`config.mk`:
```
export PLATFORM = sky130hd
export DESIGN_NAME = bcd_countdown_timer
export DESIGN_NICKNAME = d
export VERILOG_FILES = /design/src/rtl/bcd_countdown_timer.sv
export SDC_FILE = /design/constraint.sdc
export NUM_CORES = 1
export LEC_CHECK = 0
export BUFFER_PORTS_ARGS = -buffer_cell sky130_fd_sc_hd__buf_2
export CORE_MARGIN = 2
export CORE_UTILIZATION = 40
export DETAILED_ROUTE_END_ITERATION = 7
export GPL_TIMING_DRIVEN = 0
export HOLD_SLACK_MARGIN = 0.05
export PLACE_DENSITY = 0.68
export SYNTH_ARGS = -nofsm -noshare
export SYNTH_HDL_FRONTEND = slang
export SYNTH_SLANG_ARGS = --single-unit
```
`constraint.sdc`:
```
create_clock -name clock -period 3.2 [get_ports clock]
set_input_delay 0.8 -clock clock [delete_from_list [all_inputs] [get_ports clock]]
set_output_delay 0.8 -clock clock [all_outputs]
set_load 0.01 [all_outputs]
```
`src/rtl/bcd_countdown_timer.sv`:
```
// Multi-digit BCD down-counter with load/clamp, start/stop control and a registered done pulse.
// Optional periodic reload on terminal count: define COUNTDOWN_AUTORELOAD_EN.

module bcd_digit #(
  parameter logic [3:0] MAX_VAL = 4'd9
) (
  input  logic [3:0] cur,
  input  logic [3:0] ld_raw,
  output logic [3:0] dec,
  output logic       is_zero,
  output logic [3:0] ld_val,
  output logic       ld_clamped
);
  assign is_zero    = (cur == 4'd0);
  assign dec        = is_zero ? 4'd9 : cur - 4'd1;
  assign ld_clamped = (ld_raw > MAX_VAL);
  assign ld_val     = ld_clamped ? MAX_VAL : ld_raw;
endmodule

module bcd_countdown_timer #(
  parameter int DIGITS  = 2,
  parameter int MSD_MAX = 9
) (
  input  logic                clock,
  input  logic                reset,
  input  logic                tick,
  input  logic                load,
  input  logic [4*DIGITS-1:0] load_value,
  input  logic                start,
  input  logic                stop,
  output logic [4*DIGITS-1:0] q_bus,
  output logic                running,
  output logic                done,
  output logic                load_error
);
  localparam logic [1:0] ST_IDLE = 2'd0;
  localparam logic [1:0] ST_RUN  = 2'd1;
  localparam logic [1:0] ST_HOLD = 2'd2;

  logic [1:0]          state_q, state_d;
  logic [4*DIGITS-1:0] cnt_q, cnt_d;
  logic [4*DIGITS-1:0] reload_q, reload_d;
  logic                done_q, done_d;
  logic                load_error_q, load_error_d;

  logic [4*DIGITS-1:0] dig_dec, dec_cnt, clamp_val;
  logic [DIGITS-1:0]   dig_zero, borrow, clamp_hit;
  logic                cnt_zero;

  assign borrow[0] = 1'b1;

  for (genvar i = 0; i < DIGITS; i++) begin : g_dig
    localparam logic [3:0] MAXV = (i == DIGITS-1) ? 4'(MSD_MAX) : 4'd9;

    bcd_digit #(.MAX_VAL(MAXV)) u_dig (
      .cur        (cnt_q[4*i +: 4]),
      .ld_raw     (load_value[4*i +: 4]),
      .dec        (dig_dec[4*i +: 4]),
      .is_zero    (dig_zero[i]),
      .ld_val     (clamp_val[4*i +: 4]),
      .ld_clamped (clamp_hit[i])
    );

    // A digit only moves when every digit below it is already zero.
    assign dec_cnt[4*i +: 4] = borrow[i] ? dig_dec[4*i +: 4] : cnt_q[4*i +: 4];

    if (i < DIGITS-1) begin : g_borrow
      assign borrow[i+1] = borrow[i] & dig_zero[i];
    end
  end

  assign cnt_zero = &dig_zero;

  always_comb begin
    state_d      = state_q;
    cnt_d        = cnt_q;
    reload_d     = reload_q;
    done_d       = 1'b0;
    load_error_d = 1'b0;
    if (load) begin
      cnt_d        = clamp_val;
      reload_d     = clamp_val;
      state_d      = ST_IDLE;
      load_error_d = |clamp_hit;
    end else if (stop) begin
      if (state_q != ST_IDLE) state_d = ST_HOLD;
    end else if (start && state_q != ST_RUN) begin
      state_d = ST_RUN;
    end else if (tick && state_q == ST_RUN) begin
      if (cnt_zero) begin
        done_d = 1'b1;
`ifdef COUNTDOWN_AUTORELOAD_EN
        cnt_d = reload_q;
`else
        state_d = ST_IDLE;
`endif
      end else begin
        cnt_d = dec_cnt;
      end
    end
  end

  always_ff @(posedge clock) begin
    if (reset) begin
      state_q      <= ST_IDLE;
      cnt_q        <= '0;
      reload_q     <= '0;
      done_q       <= 1'b0;
      load_error_q <= 1'b0;
    end else begin
      state_q      <= state_d;
      cnt_q        <= cnt_d;
      reload_q     <= reload_d;
      done_q       <= done_d;
      load_error_q <= load_error_d;
    end
  end

  assign q_bus      = cnt_q;
  assign running    = (state_q == ST_RUN);
  assign done       = done_q;
  assign load_error = load_error_q;
endmodule
```
Word-level counts from Yosys, hierarchy flattened. Index checks and enable logic that the tools add are counted. Widths: inputs -> output; s select.

Equal/unequal tests: 6. Reductions and logical operators: 17. Add/subtract/negate cells: 2. Bitwise operators: 2. Order comparisons: 2. Multiplexer cells: 16.

Operators by type and width (count): $mux 8 (5); $mux 4 (5); $mux 2 (5); $gt 4x4->1 const B (2); $logic_not 4->1 (2); $sub 4x1->4 const B (2); $ne 2x2->1 const B (3); $reduce_bool 2->1 (3); $reduce_bool 3->1 (2); $reduce_or 2->1 (3); $reduce_and 5->1 (1); $reduce_or 5->1 (1); $ne 2x1->1 const B (2); $reduce_and 4->1 (1); $reduce_and 3->1 (1); $eq 2x1->1 const B (1); $logic_and 1x1->1 (2); $not 1->1 (2); $reduce_and 2->1 (1); $mux 1 (1).

Word-level logic and storage cells: 50. Flip-flop bits (word level): 12. Output and inout port bits: 11.

Longest topological paths before layout. Gate-level depths: netlist (run 1).

Word-level depth: 8. Mapped depth: 5. Depth with buffers taken out: 3.

By module. A second synthesis (run 1) with hierarchy kept.

Cell total of the unflattened synthesis: 95. Area, all modules: 780.7 µm².

By module, submodules not included: bcd_countdown_timer (times used 1, area each 603.1 µm², cells an instance 65); bcd_digit (times used 2, area each 88.8 µm², cells an instance 15).

Worst setup path after synthesis (run 1). OpenSTA, ideal clock, no wires.

Path type: input -> register. From: in stop. To: reg cnt_q[4], in the netlist q_bus[4]. Stages: 4. Library setup time: 91 ps. Path slack: 1273 ps. Arrival: 1836 ps. Path buffers: 1. Data required time: 3109 ps. Path through: nand4bb_1 buf_2 or4_1 a311oi_1.

Word-level cells in the longest chain between the ends: 2.

RTL lines: start: declaration (line 30) `input logic stop,`; $ne 2x2->1 (no line); $reduce_and 5->1 (no line); end signal: assignment (line 112) `cnt_q <= cnt_d;`; end: declaration (line 41) `logic [4*DIGITS-1:0] cnt_q, cnt_d;`.

No other way between the ends. A chain may end at the register's enable or synchronous reset.

Worst setup path after layout (run 1). Same ends and word-level chain as after synthesis.

==> results.ini, run 1 <==
[run_status]
status=complete, no violations

[timing]
timing.setup.tns_ns=0
slew_headroom=0.476
finalHoldViolations=0
rsz0062_at_grt=false
setup-violations-final=0
tightest_slew_ns=0.779
post-route-min-period_ns=1.88
fmax_mhz=531
fin_skew_ns=0.0115
fin_crit_sh=0.589
drv_slew=0

[clock_network]
cts_max_path_buffers=2
post_cts_buffers=0
clk-insertion-delay-late_ns=0.28
cts_made_buffers=3
ctsResizeCount=0
cts_hold_buf=0
cts-root-buf=clkbuf_4
htreeDepth=1
cts.sinks=12
tritoncts=done
clk_pin_slew_worst_paths_ns=0.08

[flow_run]
drv_cap=0

[setup_path]
r2r_cells=3
r2r_end=q_bus[4]$_SDFFE_PP0P_
start_kind=input port
critPathMaxFanout=9
worst_setup_path_end_kind=flop
path_common_cell=buf_2
cp_data_required_time_ns=3.38
slowest_delay_ns=0.50
rrSetupSlack_ns=1.42
worstPathArrival_ns=2.07
slowest_stage=or4_1
critPathBufInv=2
crit_type=input port to flop
timing.critical_path.cells=buf_2 -> nand4bb_1 -> buf_2 -> or4_1 -> a311oi_1
reg2reg_from=q_bus[0]$_SDFFE_PP0P_
crit_family=simple AND/OR/NAND/NOR gates

[placement]
dp_hpwl_mm=1.11
port_buffers=23
place.gp.congestion=0.799
placed_area_um2=779

[global_route]
grt_usage=0.164
grt_max_degree=11
grt_pass1_wl_mm=2.33
grt_overflow=0
grt_pass1_vias=579
antenna_found_initial=0

[synth]
synth.distinct_cells=35
syn_avg_cell_area_um2=9.08
synth_compound_area_frac=0.305
ys_warn_count=0
ys_seq_area_frac=0.373
muxShareOfSynthArea=0
synth-xor-area-share=0
synthCells=71
yosys.area_share.simple=0.254
syn-num-nets=85
synth-seq-cells=12
synth_top_family_by_area=compound AO/OA/AOI/OAI gates
synthesis.area_um2=644
synthAdderAreaFrac=0

[power_and_ir_drop]
p_int_mw=0.255
clockPowerShare=0.343
swShare=0.269
seq_power_share=0.485
power.density_mw_per_mm2=427
power_leakage_nw=0.345
ir_drop_v=0.000338
p_comb_frac=0.172
p_sw_mw=0.0939

[layout]
diodes=0
area_delta_synth_final_pct=26.6
layout-drive-gt1-share=0.316
final_area_um2=816
fin_nets=113
fillers=144
final_cell_mix=24 x buf_2, 12 x dfxtp_1, 6 x a311oi_1
final_common_cell=buf_2

[die]
core_area_mm2=0.00151
die_w_um=44.1
fp-row-count=14
die_area_mm2=0.00195
io_pins=25
die_h_um=44.1
initial_core_util=0.428

[routing]
ant_nets=0
vias=679
detail_route.wl_per_cell_um=13.2
drt-initial-drc-count=19
firstDrtPassIters=4
vias_per_cell=5.96
drt-total-wl_mm=1.51
drc_errors=0

[min_path]
holdPathStages=2
min_to=q_bus[5]$_SDFFE_PP0P_
worstHoldPathType=flop to flop
min_from=q_bus[5]$_SDFFE_PP0P_

[stage by stage]
| stage | setup WS [ns] | utilization | cells | power [mW] | hold slack, ns |
|---|---|---|---|---|---|
| after floorplan | 1.27 | - | 71 | 0.207 | 0.521 |
| after global placement | 1.09 | 0.517 | 110 | 0.231 | 0.529 |
| after detailed placement | 1.02 | 0.517 | 110 | 0.232 | 0.536 |
| after CTS | 1.32 | 0.542 | 114 | 0.353 | 0.547 |
| after global routing | 1.26 | 0.542 | 114 | 0.369 | 0.579 |
| final | 1.32 | 0.542 | 114 | 0.349 | 0.548 |
[layout make-up]
cell class,count,area (um2),share of cell area
repair buffers,23,115,0.141
plain buffers,4,32.5,0.0399
well taps,16,20.0,0.0245
inverters,3,11.3,0.0138
multi-input cells,52,360,0.442
clock buffers,4,36.3,0.0445
flip-flops and latches,12,240,0.294
[power groups by stage]
stage	registers, mW	clock network, mW	logic [mW]
floorplan	0.174	0	0.0332
global placement	0.172	0	0.0592
detailed placement	0.172	0	0.0599
global route	0.171	0.132	0.0665
finish	0.169	0.120	0.0601
CTS	0.169	0.124	0.0601
[logic make-up after synthesis]
logic type	Yosys count
compound gates	27
simple gates	25
flops	12
buf+inv	7
[synth_stat cells]
library cell / number / area (um2)
buf_6: 1 / 11.3
o31ai_1: 2 / 15.0
a211o_1: 1 / 8.76
or4_4: 1 / 11.3
nor3b_1: 2 / 15.0
nor2b_1: 3 / 18.8
a21oi_1: 5 / 25.0
o211ai_1: 1 / 7.51
o211a_1: 1 / 10.0
or4_1: 1 / 7.51
nor2_1: 4 / 15.0
buf_2: 1 / 5.00
nand2_1: 1 / 3.75
nand3_1: 1 / 5.00
nand4_1: 2 / 12.5
nor4_1: 2 / 12.5
nand4bb_1: 1 / 11.3
dfxtp_1: 12 / 240
nor3_1: 3 / 15.0
o21ai_0: 4 / 20.0
and4bb_2: 1 / 12.5
dlymetal6s2s_1: 1 / 12.5
clkbuf_1: 1 / 3.75
and4_1: 1 / 8.76
a21boi_0: 1 / 7.51
o41ai_1: 1 / 8.76
inv_1: 3 / 11.3
nand2b_1: 1 / 6.26
o2111ai_1: 1 / 8.76
a2111oi_0: 1 / 8.76
nor4b_1: 1 / 8.76
a22oi_1: 1 / 7.51
a311oi_1: 6 / 52.6
o31a_1: 1 / 8.76
a211oi_1: 1 / 7.51
[flip-flops by register name, summed over array words and instances, names as in the netlist]
| signal | cells |
|---|---|
| done | 1 |
| state_q | 2 |
| q_bus | 8 |
| load_error | 1 |
[worst max path at each step]
stage	from	to	slack, ns	depth (start not counted)
after floorplan	stop	q_bus[4]$_SDFFE_PP0P_	1.27	4
after global placement	stop	q_bus[4]$_SDFFE_PP0P_	1.09	5
after detailed placement	stop	q_bus[4]$_SDFFE_PP0P_	1.02	5
after CTS	stop	q_bus[4]$_SDFFE_PP0P_	1.32	5
after global routing	stop	q_bus[4]$_SDFFE_PP0P_	1.26	5
final	stop	q_bus[4]$_SDFFE_PP0P_	1.32	5
[per-layer routing]
layer | track usage | vias up | wire [um]
met5 | 0 | - | 0
met4 | 0.0545 | 0 | 12
met3 | 0.0735 | 2 | 108
met2 | 0.265 | 32 | 701
met1 | 0.193 | 301 | 685
li1 | - | 344 | -
[tightest hold or removal path, delay by kind of cell, from the launching register on]
family	cells	cell delay, ns
DFF	1	0.35
AOI/OAI and AO/OA	2	0.16
No activity file was read; power rests on OpenSTA's default activity.
==> run 2: changes to the inputs <==
- clock period: 3.2 -> 1.75 ns (I/O delays scaled with it)
==> results.ini, run 2 (synthesis results as in run 1) <==
[layout]
largest_reg_flops=8  ; unchanged
final_common_cell=buf_2
diodes=0  ; unchanged
final_cell_mix=24 x buf_2, 10 x dfxtp_1, 5 x a21oi_1, 5 x a311oi_1
layout-drive-gt1-share=0.347  ; +0.0306
area_delta_synth_final_pct=28.0
fin_nets=113  ; unchanged

[timing]
whs_ns=0.409  ; -0.139 ns
fin_skew_ns=0.0108  ; -0.000726 ns
tightest_slew_ns=0.795  ; +0.0162 ns
finalHoldViolations=0  ; unchanged
rsz0062_at_grt=true
slew_headroom=0.465  ; -0.0109
post-route-min-period_ns=1.70
fmax_mhz=589
setup-violations-final=0  ; unchanged
fin_crit_sh=0.971
drv_slew=0  ; unchanged
layout_setup_ws_ns=0.0513  ; -1.26 ns

[setup_path]
worstPathArrival_ns=1.89  ; -0.18 ns
slowest_delay_ns=0.55  ; +0.05 ns
r2r_cells=3  ; unchanged
critPathMaxFanout=7  ; -2
rrSetupSlack_ns=0.05  ; -1.37 ns
start_kind=flop
cp_data_required_time_ns=1.94  ; -1.44 ns
crit_family=simple AND/OR/NAND/NOR gates
r2r_end=q_bus[4]$_SDFFE_PP0P_
slowest_stage=or4_4
crit_type=flop to flop
timing.critical_path.cells=or4_4 -> or4_1 -> a311oi_2
worst_setup_path_end_kind=flop
critPathBufInv=0  ; -2
reg2reg_from=q_bus[3]$_SDFFE_PP0P_

[power_and_ir_drop]
power_leakage_nw=0.347  ; +0.51%
power.density_mw_per_mm2=776  ; +82%
p_comb_frac=0.175  ; +0.003
clockPowerShare=0.341  ; -0.002
swShare=0.270  ; about the same
seq_power_share=0.484  ; about the same
p_int_mw=0.467  ; +84%
p_sw_mw=0.173  ; +84%
ir_drop_v=0.000619  ; +83%

[die]
io_pins=25  ; unchanged
die_h_um=44.1  ; unchanged
die_area_mm2=0.00195  ; unchanged
fp-row-count=14  ; unchanged
die_w_um=44.1  ; unchanged
initial_core_util=0.428  ; unchanged
core_area_mm2=0.00151  ; unchanged

[routing]
firstDrtPassIters=4  ; unchanged
ant_nets=0  ; unchanged
drt-initial-drc-count=14  ; -5
drc_errors=0  ; unchanged
drt-total-wl_mm=1.53  ; +1.8%
vias=676  ; -0.44%
vias_per_cell=5.93  ; -0.44%
detail_route.wl_per_cell_um=13.5  ; +1.8%

[placement]
place.gp.congestion=0.799  ; unchanged
dp_hpwl_mm=1.11  ; unchanged
place_ws_ns=-0.0633  ; -1.09 ns
port_buffers=23  ; unchanged

[clock_network]
clk-insertion-delay-late_ns=0.28  ; about the same
htreeDepth=1  ; unchanged
tritoncts=done
clk_pin_slew_worst_paths_ns=0.08  ; about the same
cts_made_buffers=3  ; unchanged
cts.sinks=12  ; unchanged
cts_max_path_buffers=2  ; unchanged
cts_hold_buf=0  ; unchanged
cts-root-buf=clkbuf_4

[global_route]
antenna_found_initial=0  ; unchanged
grt_overflow=0  ; unchanged
grt_pass1_wl_mm=2.33  ; -0.30%
grt_pass1_vias=576  ; -0.52%
grt_usage=0.164  ; unchanged
grt_max_degree=11  ; unchanged

[min_path]
min_to=state_q[0]$_SDFFE_PP0P_
holdPathStages=2  ; unchanged
worstHoldPathType=input port to flop
min_from=start

[run_status]
status=complete, no violations

[flow_run]
drv_cap=0  ; unchanged

run 2: final cells by class:
cell class	count	area (um2)
inverters	3	11.3
fillers	147	682
multi-input cells	52	367
flip-flops and latches	12	243
repair buffers	23	115
plain buffers	4	32.5
clock buffers	4	36.3
well taps	16	20.0
run 2: how the worst max path moves through the flow:
stage | from | endpoint | slack, ns | cells after the start
2_1_floorplan | q_bus[3]$_SDFFE_PP0P_ | q_bus[4]$_SDFFE_PP0P_ | 0.04 | 3
3_3_place_gp | stop | q_bus[4]$_SDFFE_PP0P_ | 0.006 | 5
3_5_place_dp | stop | q_bus[4]$_SDFFE_PP0P_ | -0.06 | 5
4_1_cts | q_bus[3]$_SDFFE_PP0P_ | q_bus[4]$_SDFFE_PP0P_ | 0.01 | 3
5_1_grt | q_bus[2]$_SDFFE_PP0P_ | q_bus[5]$_SDFFE_PP0P_ | -0.006 | 3
6_report | q_bus[3]$_SDFFE_PP0P_ | q_bus[4]$_SDFFE_PP0P_ | 0.05 | 3
run 2: layer usage:
layer / up-vias / track usage / share of wire / wire, um
li1: 343 / - / - / -
met1: 307 / 0.196 / 0.46 / 703
met2: 24 / 0.262 / 0.46 / 711
met3: 2 / 0.0735 / 0.068 / 105
met4: 0 / 0.0545 / 0.0078 / 12
met5: - / 0 / 0 / 0
run 2: repair_timing:
item | in CTS | in global routing
resized for setup | 1 | 2
pin swaps | 1 | 0
cloned | 0 | 0
setup buffers | 0 | 0
setup endpoints to repair | 1 | 3
run 2: stage by stage:
step / util / power [mW] / instance area (um2) / TNS (ns) / instances
2_1_floorplan: - / 0.379 / 644 / 0 / 71
3_3_place_gp: 0.517 / 0.422 / 779 / 0 / 110
5_1_grt: 0.547 / 0.679 / 825 / -0.00634 / 114
6_report: 0.547 / 0.640 / 825 / 0 / 114
3_5_place_dp: 0.517 / 0.424 / 779 / -0.0633 / 110
4_1_cts: 0.542 / 0.646 / 817 / 0 / 114
run 2: power by group through the flow:
stage	Sequential, mW	Combinational [mW]	Clock (mW)
final	0.310	0.112	0.218
after floorplan	0.318	0.0608	0
after global routing	0.313	0.124	0.242
after detailed placement	0.315	0.110	0
after global placement	0.314	0.108	0
after CTS	0.309	0.110	0.227
run 2: worst reg2reg max path, cell delays in order (launching register included):
cell and delay, ns:
dfxtp_2 0.35, or4_4 0.55, or4_1 0.50, a311oi_2 0.22
==> run 3: changes to the inputs <==
- BUFFER_PORTS_ARGS: -buffer_cell sky130_fd_sc_hd__buf_2 -> not set
- DONT_BUFFER_PORTS: not set -> 1
- PLACE_DENSITY: 0.68 -> not set
==> results.ini, run 3 (synthesis results as in run 1) <==
[layout]
area_delta_synth_final_pct=8.16
final_cell_mix=9 x dfxtp_1, 6 x a311oi_1, 5 x a21oi_1
layout-drive-gt1-share=0.149  ; -0.198
final_common_cell=dfxtp_1
largest_reg_flops=8  ; unchanged
diodes=0  ; unchanged
fin_nets=90  ; -20%
fin_cells=90  ; -21%

[clock_network]
cts_made_buffers=3  ; unchanged
clk_pin_slew_worst_paths_ns=0.07  ; about the same
htreeDepth=1  ; unchanged
post_cts_buffers=0  ; unchanged
cts_max_path_buffers=2  ; unchanged
cts.sinks=12  ; unchanged
tritoncts=done
clk-insertion-delay-late_ns=0.27  ; about the same
cts-root-buf=clkbuf_4

[timing]
tightest_slew_ns=0.652  ; -0.143 ns
post-route-min-period_ns=1.70  ; +0.00399 ns
drv_slew=0  ; unchanged
setup-violations-final=0  ; unchanged
finalHoldViolations=0  ; unchanged
timing.setup.tns_ns=0  ; unchanged
fin_skew_ns=0.00427  ; -0.00649 ns
fmax_mhz=587  ; -0.23%
slew_headroom=0.561  ; +0.0964
fin_crit_sh=0.973  ; +0.00228
rsz0062_at_grt=false

[routing]
firstDrtPassIters=4  ; unchanged
ant_nets=0  ; unchanged
vias=578  ; -14%
drt-total-wl_mm=1.46  ; -5.0%
vias_per_cell=6.42  ; +8.3%
drt-initial-drc-count=8  ; -6
detail_route.wl_per_cell_um=16.2  ; +20%
drc_errors=0  ; unchanged

[setup_path]
rrSetupSlack_ns=0.05  ; about the same
r2r_end=q_bus[4]$_SDFFE_PP0P_
worstPathArrival_ns=1.89  ; about the same
critPathMaxFanout=7  ; unchanged
worst_setup_path_end_kind=flop
r2r_cells=3  ; unchanged
crit_type=flop to flop
cp_data_required_time_ns=1.93  ; about the same
start_kind=flop
reg2reg_from=q_bus[3]$_SDFFE_PP0P_

[min_path]
min_to=state_q[0]$_SDFFE_PP0P_
worstHoldPathType=input port to flop
holdPathStages=1  ; -1
min_from=start

[placement]
dp_cells=87  ; -21%
port_buffers=0  ; -100%
place.gp.congestion=0.804  ; +0.63%
dp_hpwl_mm=1.09  ; -2.0%

[die]
die_w_um=44.1  ; unchanged
initial_core_util=0.428  ; unchanged
fp-row-count=14  ; unchanged
die_area_mm2=0.00195  ; unchanged
core_area_mm2=0.00151  ; unchanged
die_h_um=44.1  ; unchanged
io_pins=25  ; unchanged

[global_route]
grt_pass1_vias=502  ; -13%
antenna_found_initial=0  ; unchanged
grt_overflow=0  ; unchanged
grt_max_degree=11  ; unchanged
grt_pass1_wl_mm=2.30  ; -1.2%
grt_usage=0.165  ; +0.00113

[power_and_ir_drop]
power.density_mw_per_mm2=800  ; +3.0%
p_comb_frac=0.132  ; -0.043
p_int_mw=0.403  ; -14%
seq_power_share=0.574  ; +0.090
swShare=0.277  ; +0.00738
clockPowerShare=0.294  ; -0.047
power_leakage_nw=0.238  ; -32%
p_sw_mw=0.154  ; -11%
ir_drop_v=0.000381  ; -38%

[run_status]
status=complete, no violations

[flow_run]
drv_cap=0  ; unchanged

==> run 3: cell count changes in the layout (fill, tap and decap cells not counted) <==
cell      before  now
a311oi_1       5    6
a311oi_2       1    0
buf_2         24    1
clkbuf_8       1    0
dfxtp_1       10    9
dfxtp_2        2    3
nor4_1         2    1
nor4_2         0    1
==> run 3: power groups by stage <==
stage               logic, mW  registers [mW]  clock network (mW)
finish                 0.0737           0.320               0.164
detailed placement     0.0730           0.324                   0
global placement       0.0721           0.323                   0
CTS                    0.0734           0.319               0.176
floorplan              0.0608           0.318                   0
global route           0.0843           0.322               0.195
==> run 3: area by class of cell <==
| cell class | count | area (um2) |
|---|---|---|
| sequential | 12 | 244 |
| buffer | 4 | 32.5 |
| multi-input combinational | 52 | 367 |
| fill | 150 | 810 |
| inverter | 3 | 11.3 |
| clock buffer | 3 | 22.5 |
| tap | 16 | 20.0 |
==> run 3: repair_timing <==
| item | 4_1_cts | 5_1_grt |
|---|---|---|
| pin swaps | 0 | 1 |
| endpoints found under the setup margin | 1 | 2 |
| resized for setup | 3 | 1 |
| hold buffers | 0 | 0 |
==> run 3: critical path, cell delays in order, from the launching register on <==
cell	delay [ns]
dfxtp_2	0.37
or4_4	0.56
or4_1	0.48
a311oi_1	0.21
==> run 3: routing by layer <==
metal  track usage  vias to the layer above  share of wire
met3        0.0857                        2          0.069
li1              -                      296              -
met1         0.197                      264           0.44
met5             0                        -              0
met2         0.247                       16           0.47
met4        0.0727                        0          0.013
==> run 3: worst max-delay path by stage <==
stage | startpoint | endpoint | slack [ns] | depth (start not counted)
CTS | q_bus[3]$_SDFFE_PP0P_ | q_bus[4]$_SDFFE_PP0P_ | 0.009 | 3
global placement | q_bus[3]$_SDFFE_PP0P_ | q_bus[4]$_SDFFE_PP0P_ | -0.006 | 3
floorplan | q_bus[3]$_SDFFE_PP0P_ | q_bus[4]$_SDFFE_PP0P_ | 0.04 | 3
finish | q_bus[3]$_SDFFE_PP0P_ | q_bus[4]$_SDFFE_PP0P_ | 0.05 | 3
global route | q_bus[3]$_SDFFE_PP0P_ | q_bus[4]$_SDFFE_PP0P_ | 0.005 | 3
detailed placement | q_bus[3]$_SDFFE_PP0P_ | q_bus[4]$_SDFFE_PP0P_ | -0.02 | 3
==> run 3: per-stage QoR <==
step	total power [mW]	setup slack [ns]	utilization	hold slack, ns	cell area, um2
floorplan	0.379	0.0424	-	0.521	644
global placement	0.395	-0.00598	0.441	0.547	664
detailed placement	0.397	-0.0230	0.441	0.555	664
CTS	0.568	0.00882	0.458	0.300	691
global route	0.602	0.00453	0.463	0.303	697
finish	0.557	0.0473	0.463	0.309	697
